`config.mk`:
```
export PLATFORM = sky130hd
export DESIGN_NAME = modulo_tick_counter_flat
export DESIGN_NICKNAME = d
export VERILOG_FILES = /design/src/rtl/clock_pkg.sv /design/src/rtl/modulo_tick_counter_if.sv /design/src/rtl/modcnt_next.sv /design/src/rtl/modulo_tick_counter.sv /design/src/flat_wrapper.sv
export SDC_FILE = /design/constraint.sdc
export NUM_CORES = 1
export LEC_CHECK = 0
export ABC_AREA = 1
export CORE_MARGIN = 5
export CORE_UTILIZATION = 37
export DETAILED_ROUTE_END_ITERATION = 16
export PLACE_DENSITY_LB_ADDON = 0.2
export SYNTH_ARGS = -nofsm -noshare
export SYNTH_HDL_FRONTEND = slang
export SYNTH_SLANG_ARGS = --single-unit
```
`constraint.sdc`:
```
create_clock -name Clock -period 0.95 [get_ports Clock]
set_input_delay 0.19 -clock Clock [delete_from_list [all_inputs] [get_ports Clock]]
set_output_delay 0.19 -clock Clock [all_outputs]
set_load 0.005 [all_outputs]
```
`src/rtl/clock_pkg.sv`:
```
// Shared digital-clock package: per-stage moduli/widths and the count-direction type.
// Imported by the modulo counter, its next-state helper and its bus interface.
package clock_pkg;

  localparam int unsigned SEC_MODULUS  = 60;
  localparam int unsigned MIN_MODULUS  = 60;
  localparam int unsigned HOUR_MODULUS = 24;
  localparam int unsigned SEC_WIDTH    = 6;
  localparam int unsigned HOUR_WIDTH   = 5;

  typedef enum logic {
    DIR_UP   = 1'b0,
    DIR_DOWN = 1'b1
  } count_dir_t;

endpackage

```
`src/rtl/modulo_tick_counter_if.sv`:
```
// Bus bundle between a modulo tick counter (slave) and whatever drives it (master).
//   Tick, Load, Load_value, Down : master -> counter
//   Q, Terminal, Carry, Load_err : counter -> master
// Down exists only when MODCNT_DOWN_EN is defined.
interface modulo_tick_counter_if #(
  parameter int unsigned WIDTH = 6
) ();

  logic             Tick;
  logic             Load;
  logic [WIDTH-1:0] Load_value;
`ifdef MODCNT_DOWN_EN
  logic             Down;
`endif
  logic [WIDTH-1:0] Q;
  logic             Terminal;
  logic             Carry;
  logic             Load_err;

`ifdef MODCNT_DOWN_EN
  modport master (output Tick, Load, Load_value, Down,
                  input  Q, Terminal, Carry, Load_err);
  modport slave  (input  Tick, Load, Load_value, Down,
                  output Q, Terminal, Carry, Load_err);
`else
  modport master (output Tick, Load, Load_value,
                  input  Q, Terminal, Carry, Load_err);
  modport slave  (input  Tick, Load, Load_value,
                  output Q, Terminal, Carry, Load_err);
`endif

endinterface

```
`src/rtl/modcnt_next.sv`:
```
// Combinational next-count for a modulo counter.
//   q_i        : current count
//   dir_i      : count direction
//   q_next_o   : count after one tick in dir_i
//   wrap_o     : the tick wraps (up at MODULUS-1, down at 0)
//   terminal_o : q_i is the last value before a wrap in dir_i
module modcnt_next
  import clock_pkg::*;
#(
  parameter int unsigned WIDTH   = 6,
  parameter int unsigned MODULUS = 60
) (
  input  logic [WIDTH-1:0] q_i,
  input  count_dir_t       dir_i,
  output logic [WIDTH-1:0] q_next_o,
  output logic             wrap_o,
  output logic             terminal_o
);

  localparam int unsigned     WP1  = WIDTH + 1;
  localparam logic [WIDTH-1:0] LAST = WIDTH'(MODULUS - 1);

  logic [WIDTH:0] q_inc;
  logic           at_last;
  logic           at_zero;

  // Extra bit keeps the increment exact when MODULUS == 2**WIDTH.
  assign q_inc   = {1'b0, q_i} + WP1'(1);
  assign at_last = (q_i == LAST);
  assign at_zero = (q_i == '0);

  always_comb begin
    q_next_o   = WIDTH'(q_inc);
    wrap_o     = 1'b0;
    terminal_o = at_last;
    if (dir_i == DIR_DOWN) begin
      terminal_o = at_zero;
      if (at_zero) begin
        q_next_o = LAST;
        wrap_o   = 1'b1;
      end else begin
        q_next_o = q_i - WIDTH'(1);
      end
    end else if (at_last) begin
      q_next_o = '0;
      wrap_o   = 1'b1;
    end
  end

endmodule

```
`src/rtl/modulo_tick_counter.sv`:
```
// Modulo-MODULUS tick counter stage for the digital-clock datapath.
//   Clock : posedge clock
//   Reset : synchronous active-low reset
//   bus   : slave side of modulo_tick_counter_if (Tick/Load/Load_value[/Down] in;
//           Q, Terminal (combinational), Carry, Load_err out)
// Build option MODCNT_DOWN_EN adds the Down input and down counting with borrow.
module modulo_tick_counter
  import clock_pkg::*;
#(
  parameter int unsigned WIDTH       = 6,
  parameter int unsigned MODULUS     = 60,
  parameter int unsigned RESET_VALUE = 0
) (
  input  logic                          Clock,
  input  logic                          Reset,
  modulo_tick_counter_if.slave          bus
);

  localparam int unsigned WP1 = WIDTH + 1;

  if ((MODULUS < 2) || (MODULUS > (1 << WIDTH))) begin : g_bad_modulus
    $error("modulo_tick_counter: MODULUS must satisfy 2 <= MODULUS <= 2**WIDTH");
  end
  if (RESET_VALUE >= MODULUS) begin : g_bad_reset
    $error("modulo_tick_counter: RESET_VALUE must be below MODULUS");
  end

  logic [WIDTH-1:0] q_q, q_d;
  logic             carry_q, carry_d;
  logic             load_err_q, load_err_d;
  logic [WIDTH-1:0] q_next;
  logic             wrap;
  logic             load_ok;
  count_dir_t       dir;

`ifdef MODCNT_DOWN_EN
  assign dir = bus.Down ? DIR_DOWN : DIR_UP;
`else
  assign dir = DIR_UP;
`endif

  modcnt_next #(
    .WIDTH   (WIDTH),
    .MODULUS (MODULUS)
  ) u_next (
    .q_i        (q_q),
    .dir_i      (dir),
    .q_next_o   (q_next),
    .wrap_o     (wrap),
    .terminal_o (bus.Terminal)
  );

  assign load_ok = ({1'b0, bus.Load_value} < WP1'(MODULUS));

  // Priority mux: Load beats Tick; otherwise hold.
  always_comb begin
    q_d        = q_q;
    carry_d    = 1'b0;
    load_err_d = 1'b0;
    if (bus.Load) begin
      if (load_ok) begin
        q_d = bus.Load_value;
      end else begin
        q_d        = '0;
        load_err_d = 1'b1;
      end
    end else if (bus.Tick) begin
      q_d     = q_next;
      carry_d = wrap;
    end
  end

  always_ff @(posedge Clock) begin
    if (!Reset) begin
      q_q        <= WIDTH'(RESET_VALUE);
      carry_q    <= 1'b0;
      load_err_q <= 1'b0;
    end else begin
      q_q        <= q_d;
      carry_q    <= carry_d;
      load_err_q <= load_err_d;
    end
  end

  assign bus.Q        = q_q;
  assign bus.Carry    = carry_q;
  assign bus.Load_err = load_err_q;

endmodule

```
`src/flat_wrapper.sv`:
```
// flat-port wrapper written by rule: the top's interface ports become plain ports
module modulo_tick_counter_flat import clock_pkg::*;
#(
  parameter int unsigned WIDTH       = 6,
  parameter int unsigned MODULUS     = 60,
  parameter int unsigned RESET_VALUE = 0
)
  (Clock, Reset, bus_Tick, bus_Load, bus_Load_value, bus_Q, bus_Terminal, bus_Carry, bus_Load_err);
  modulo_tick_counter_if #(.WIDTH(WIDTH)) bus_i ();
  input  logic Clock;
  input  logic Reset;
  input wire logic [$bits(bus_i.Tick)-1:0] bus_Tick;
  input wire logic [$bits(bus_i.Load)-1:0] bus_Load;
  input wire logic [$bits(bus_i.Load_value)-1:0] bus_Load_value;
  output wire logic [$bits(bus_i.Q)-1:0] bus_Q;
  output wire logic [$bits(bus_i.Terminal)-1:0] bus_Terminal;
  output wire logic [$bits(bus_i.Carry)-1:0] bus_Carry;
  output wire logic [$bits(bus_i.Load_err)-1:0] bus_Load_err;
  assign bus_i.Tick = bus_Tick;
  assign bus_i.Load = bus_Load;
  assign bus_i.Load_value = bus_Load_value;
  assign bus_Q = bus_i.Q;
  assign bus_Terminal = bus_i.Terminal;
  assign bus_Carry = bus_i.Carry;
  assign bus_Load_err = bus_i.Load_err;
  modulo_tick_counter #(.WIDTH(WIDTH), .MODULUS(MODULUS), .RESET_VALUE(RESET_VALUE)) u_core (.Clock(Clock), .Reset(Reset), .bus(bus_i));
endmodule
```
# Word level (Yosys, flattened, before mapping)
# Index checks and enable logic that the tools add are counted.
# totals
output_inout_bits	9
elab_cells	17
register_bits	8
# classes
bitwise_logic	2
addsub	1
n_eq_ne	1
magnitude_cmp	1
muxes	6
reduce_logical	3
# ops
op	count
6-bit 2-to-1 mux	4
6-bit by 1-bit adder with 6-bit output (second input constant)	1
6-bit equality test (second input constant)	1
6-bit less-than comparator (second input constant)	1
3-bit OR reduction	1
1-bit 2-to-1 mux	2
1-bit inverter	2
2-bit AND reduction	1
2-bit nonzero test	1

# Logic depth before layout (Yosys ltp)
# logic_depth
depth_word	4
mapped_depth	6

# Cells and area by module
# Synthesis repeated with hierarchy kept, for this count alone.
# unflattened
cells_unflattened	116
hier_area_um2	726.9
# by_module_without_submodules
mod	cells_per_inst	area_per_inst_um2	seq_area_each_um2	n_inst
modulo_tick_counter	55	386.6	160.2	1
modcnt_next	61	340.3	0.0	1

# Least setup slack after synthesis
# No wires, ideal clock.
# synth_timing
kind	register to register
from	reg u_core.q_q[0], in the netlist u_core.bus.Q[0]
to	reg u_core.q_q[5], in the netlist u_core.bus.Q[5]
arrival_time_ns	1.019
slack_ns	-0.191
setup_ns	0.122
path_stages_with_launch	7
period_less_slack_ns	1.141
path_cell_list	dfxtp_1 ha_1 nand2_2 nor2_4 nor2_8 nand3_1 a21oi_2
# synth_between
elab_chain_len	4
elab_cells_between_ends	5
classes_between	add/sub: 1; eq/ne: 1; mux: 3
# synth_lines
element	line	source
start, declared	modulo_tick_counter.sv:28	logic [WIDTH-1:0] q_q, q_d;
start signal, assigned	modulo_tick_counter.sv:75	q_q <= WIDTH'(RESET_VALUE);
start signal, assigned	modulo_tick_counter.sv:79	q_q <= q_d;
6-bit equality test	modcnt_next.sv:29	assign at_last = (q_i == LAST);
via bus_Terminal	flat_wrapper.sv:16	output wire logic [$bits(bus_i.Terminal)-1:0] bus_Terminal;
6-bit 2-to-1 mux	modcnt_next.sv:44	end else if (at_last) begin
6-bit 2-to-1 mux	modulo_tick_counter.sv:67	end else if (bus.Tick) begin
6-bit 2-to-1 mux	modulo_tick_counter.sv:60	if (bus.Load) begin
# The timed path passes the listed nets, and every way through them passes these cells. The select of a mux whose other input is x is not followed.
# A chain may end at the register's enable or synchronous reset.

# Worst setup path after layout
# layout_timing
from	reg u_core.q_q[1], in the netlist u_core.bus.Q[1]
to	out bus_Terminal
# layout_between
elab_chain_len	1
# layout_lines
element	line
6-bit equality test	modcnt_next.sv:29
end, declared	flat_wrapper.sv:16
# Every way passes these cells.

==> impl_metrics.ini <==
[clock_tree]
cts_tree = built
cts_hold_buf = 0
clock-sinks = 8
clockBufferDepth = 2
cts_made_buffers = 3
h-tree-depth = 1
clkTransAtPathRegs_ns = 0.07
cts_root_buffer = clkbuf_4
clock_latency_ns = 0.27

[drt]
drt_iter0_markers = 9
wl_per_cell_um = 12.7
dr.pass1.iters = 3
vias = 594
via_per_inst = 4.71
drcViolationCount = 0
postRouteAntennaNets = 0
wl_mm = 1.59

[place]
gp_congestion = 0.716
post_dp_cell_area_sq_um = 832
portBuffers = 18
hpwl_mm = 1.01

[yosys]
syn_avg_cell_area_sq_um = 7.21
synthesis.area_sq_um = 512
synth_edf_count = 0
ys_warn_count = 0
seq_area_frac_synth = 0.313
ys_types = 23
ys_seq_elements = 8
synth_ff_type = dfxtp_1
synth_cells = 71
async_reset_ff_frac = 0
synth_fp_nets = 82

[timing]
min_period_ns = 1.20
finalHoldViolCount = 0
setup_violations = 12
rsz0062_at_grt = true
hold-worst-slack_ns = 0.298
fin_crit_sh = 1.27
max_slew.worst_pin.slew_ns = 0.250
relSlewSlack = 0.833
fmax_ghz = 0.831
skew_ns = 0.00823
slew_viol_final = 0
setup_ws_ns = -0.254

[grt]
antenna_found_initial = 0
grt_pass1_vias = 532
overflow = 0
grt_max_degree = 9
grt_use_total = 0.144
grt_pass1_wl_mm = 2.17

[power_and_ir_drop]
p_leak_nw = 0.467
power_density_mw_per_mm2 = 1050
peakVddDrop_mv = 0.722

[setup_path]
cp.required_ns = 0.76
crit_chain = ha_4 -> nand2_4 -> nor2_4 -> buf_2
crit_family = flip-flops
crit_path_top_delay_cell = dfxtp_4
path_depth = 4
worstSetupStartpointType = flip-flop
critical_path_arrival_ns = 1.01
end_kind = output pin
path_max_fanout = 2
critPathLaunch = u_core.bus.Q[1]
criticalPathCategory = reg -> out
cp_slowest_stage_delay_ns = 0.36
r2r_cells = 6
r2r_start = u_core.bus.Q[1]
cp.buffers_inverters = 1

[floorplan]
dieWidth_um = 47.2
die-area_sq_mm = 0.00223
core_area_sq_mm = 0.00130
io_pins = 19
start_util = 0.393
rows = 13
die_h_um = 47.2

[hold_path]
worstHoldStart = bus_Load_value[5]
hold-path-cell-count = 5
hp-class = in -> reg

[cells_and_area]
utilization = 0.749
diodes = 0
syn_to_final_growth_pct = 90.5
layout.nets = 123
drive_above_1_share = 0.568
final_area_sq_um = 975

[run]
drv_cap = 0

[run_status]
violations = setup timing
status = complete, but fails checks
-- worst register-to-register path, delay by kind of cell (launching register included) --
family	cells	cell delay [ns]
AO/OA/AOI/OAI	1	0.11
XOR/XNOR	1	0.18
adder cells (fa/ha/maj)	1	0.14
buffers and inverters	1	0.12
flip-flops	1	0.36
AND/OR/NAND/NOR	2	0.18
-- layout by cell type, fill, tap and decap left out, drive strengths merged, types with 2 or more instances in the layout --
| cell type | n |
|---|---|
| xnor2 | 2 |
| o21ai | 7 |
| nand2 | 16 |
| nand3 | 6 |
| clkdlybuf4s50 | 4 |
| dlymetal6s2s | 5 |
| buf | 28 |
| dfxtp | 8 |
| nor2 | 15 |
| clkbuf | 4 |
| inv | 6 |
| a21oi | 6 |
-- through the flow --
step | setup WS, ns | instances | total power, mW | setup TNS [ns]
final | -0.254 | 126 | 1.03 | -1.81
after global routing | -0.314 | 126 | 1.08 | -2.28
after CTS | -0.258 | 125 | 0.995 | -1.87
after detailed placement | -0.377 | 115 | 0.656 | -4.12
after global placement | -0.360 | 115 | 0.653 | -3.97
after floorplan | -0.0401 | 71 | 0.513 | -0.180
-- timing repair --
action | CTS | global route
pin swaps | 6 | 6
hold endpoints to repair | 0 | 0
gates resized for setup | 49 | 15
buffers inserted | 7 | 2
endpoints found under the setup margin | 15 | 14
-- synth_stat cells, types with 2 or more instances --
library cell	count	area, sq um
nand2_1	14	52.6
nand3_1	5	25.0
dfxtp_1	8	160
xnor2_1	2	17.5
a21oi_2	4	35.0
nor2_1	12	45.0
a21oi_1	2	10.0
inv_1	4	15.0
o21ai_0	6	30.0
-- per-layer routing --
metal  GRT usage  vias to the layer above  routed length (um)
met5           0                        -                   0
met4      0.0994                        0                  91
met3      0.0230                        7                  86
met2       0.233                       16                 766
met1       0.171                      261                 649
li1            -                      310                   -
-- flip-flops by register name, indices dropped and copies added (netlist names) --
| register | cells |
|---|---|
| u_core.bus.Q | 6 |
| u_core.bus.Carry | 1 |
| u_core.bus.Load_err | 1 |
-- kinds of logic after synthesis --
group                    Yosys count  share of synthesized area
flip-flops                         8                      0.313
adder cells (fa/ha/maj)            1                     0.0244
XOR/XNOR                           3                     0.0514
AO/OA/AOI/OAI                     14                      0.171
buffers and inverters              7                     0.0636
AND/OR/NAND/NOR                   38                      0.377
-- path summary, 6_finish.rpt --
path / endpoint / slack (ns)
min reg2reg: u_core.bus.Carry / 0.59
max: bus_Terminal / -0.25
max reg2reg: u_core.bus.Q[4] / -0.22
min: u_core.bus.Load_err / 0.30
-- power breakdown --
group	total (mW)	internal [mW]	leakage (nW)	switching [mW]
clock network	0.309	0.162	0.0150	0.147
registers	0.377	0.359	0.0684	0.0181
logic	0.340	0.190	0.384	0.150
total	1.03	0.711	0.467	0.315
-- final cells by class --
cell class | instances | area, sq um
Fill cell | 97 | 327
Multi-Input combinational cell | 56 | 395
Tap cell | 15 | 18.8
Timing Repair Buffer | 37 | 337
Inverter | 6 | 25.0
Clock buffer | 4 | 26.3
Sequential cell | 8 | 173
Power figures use the tool's default switching activity.
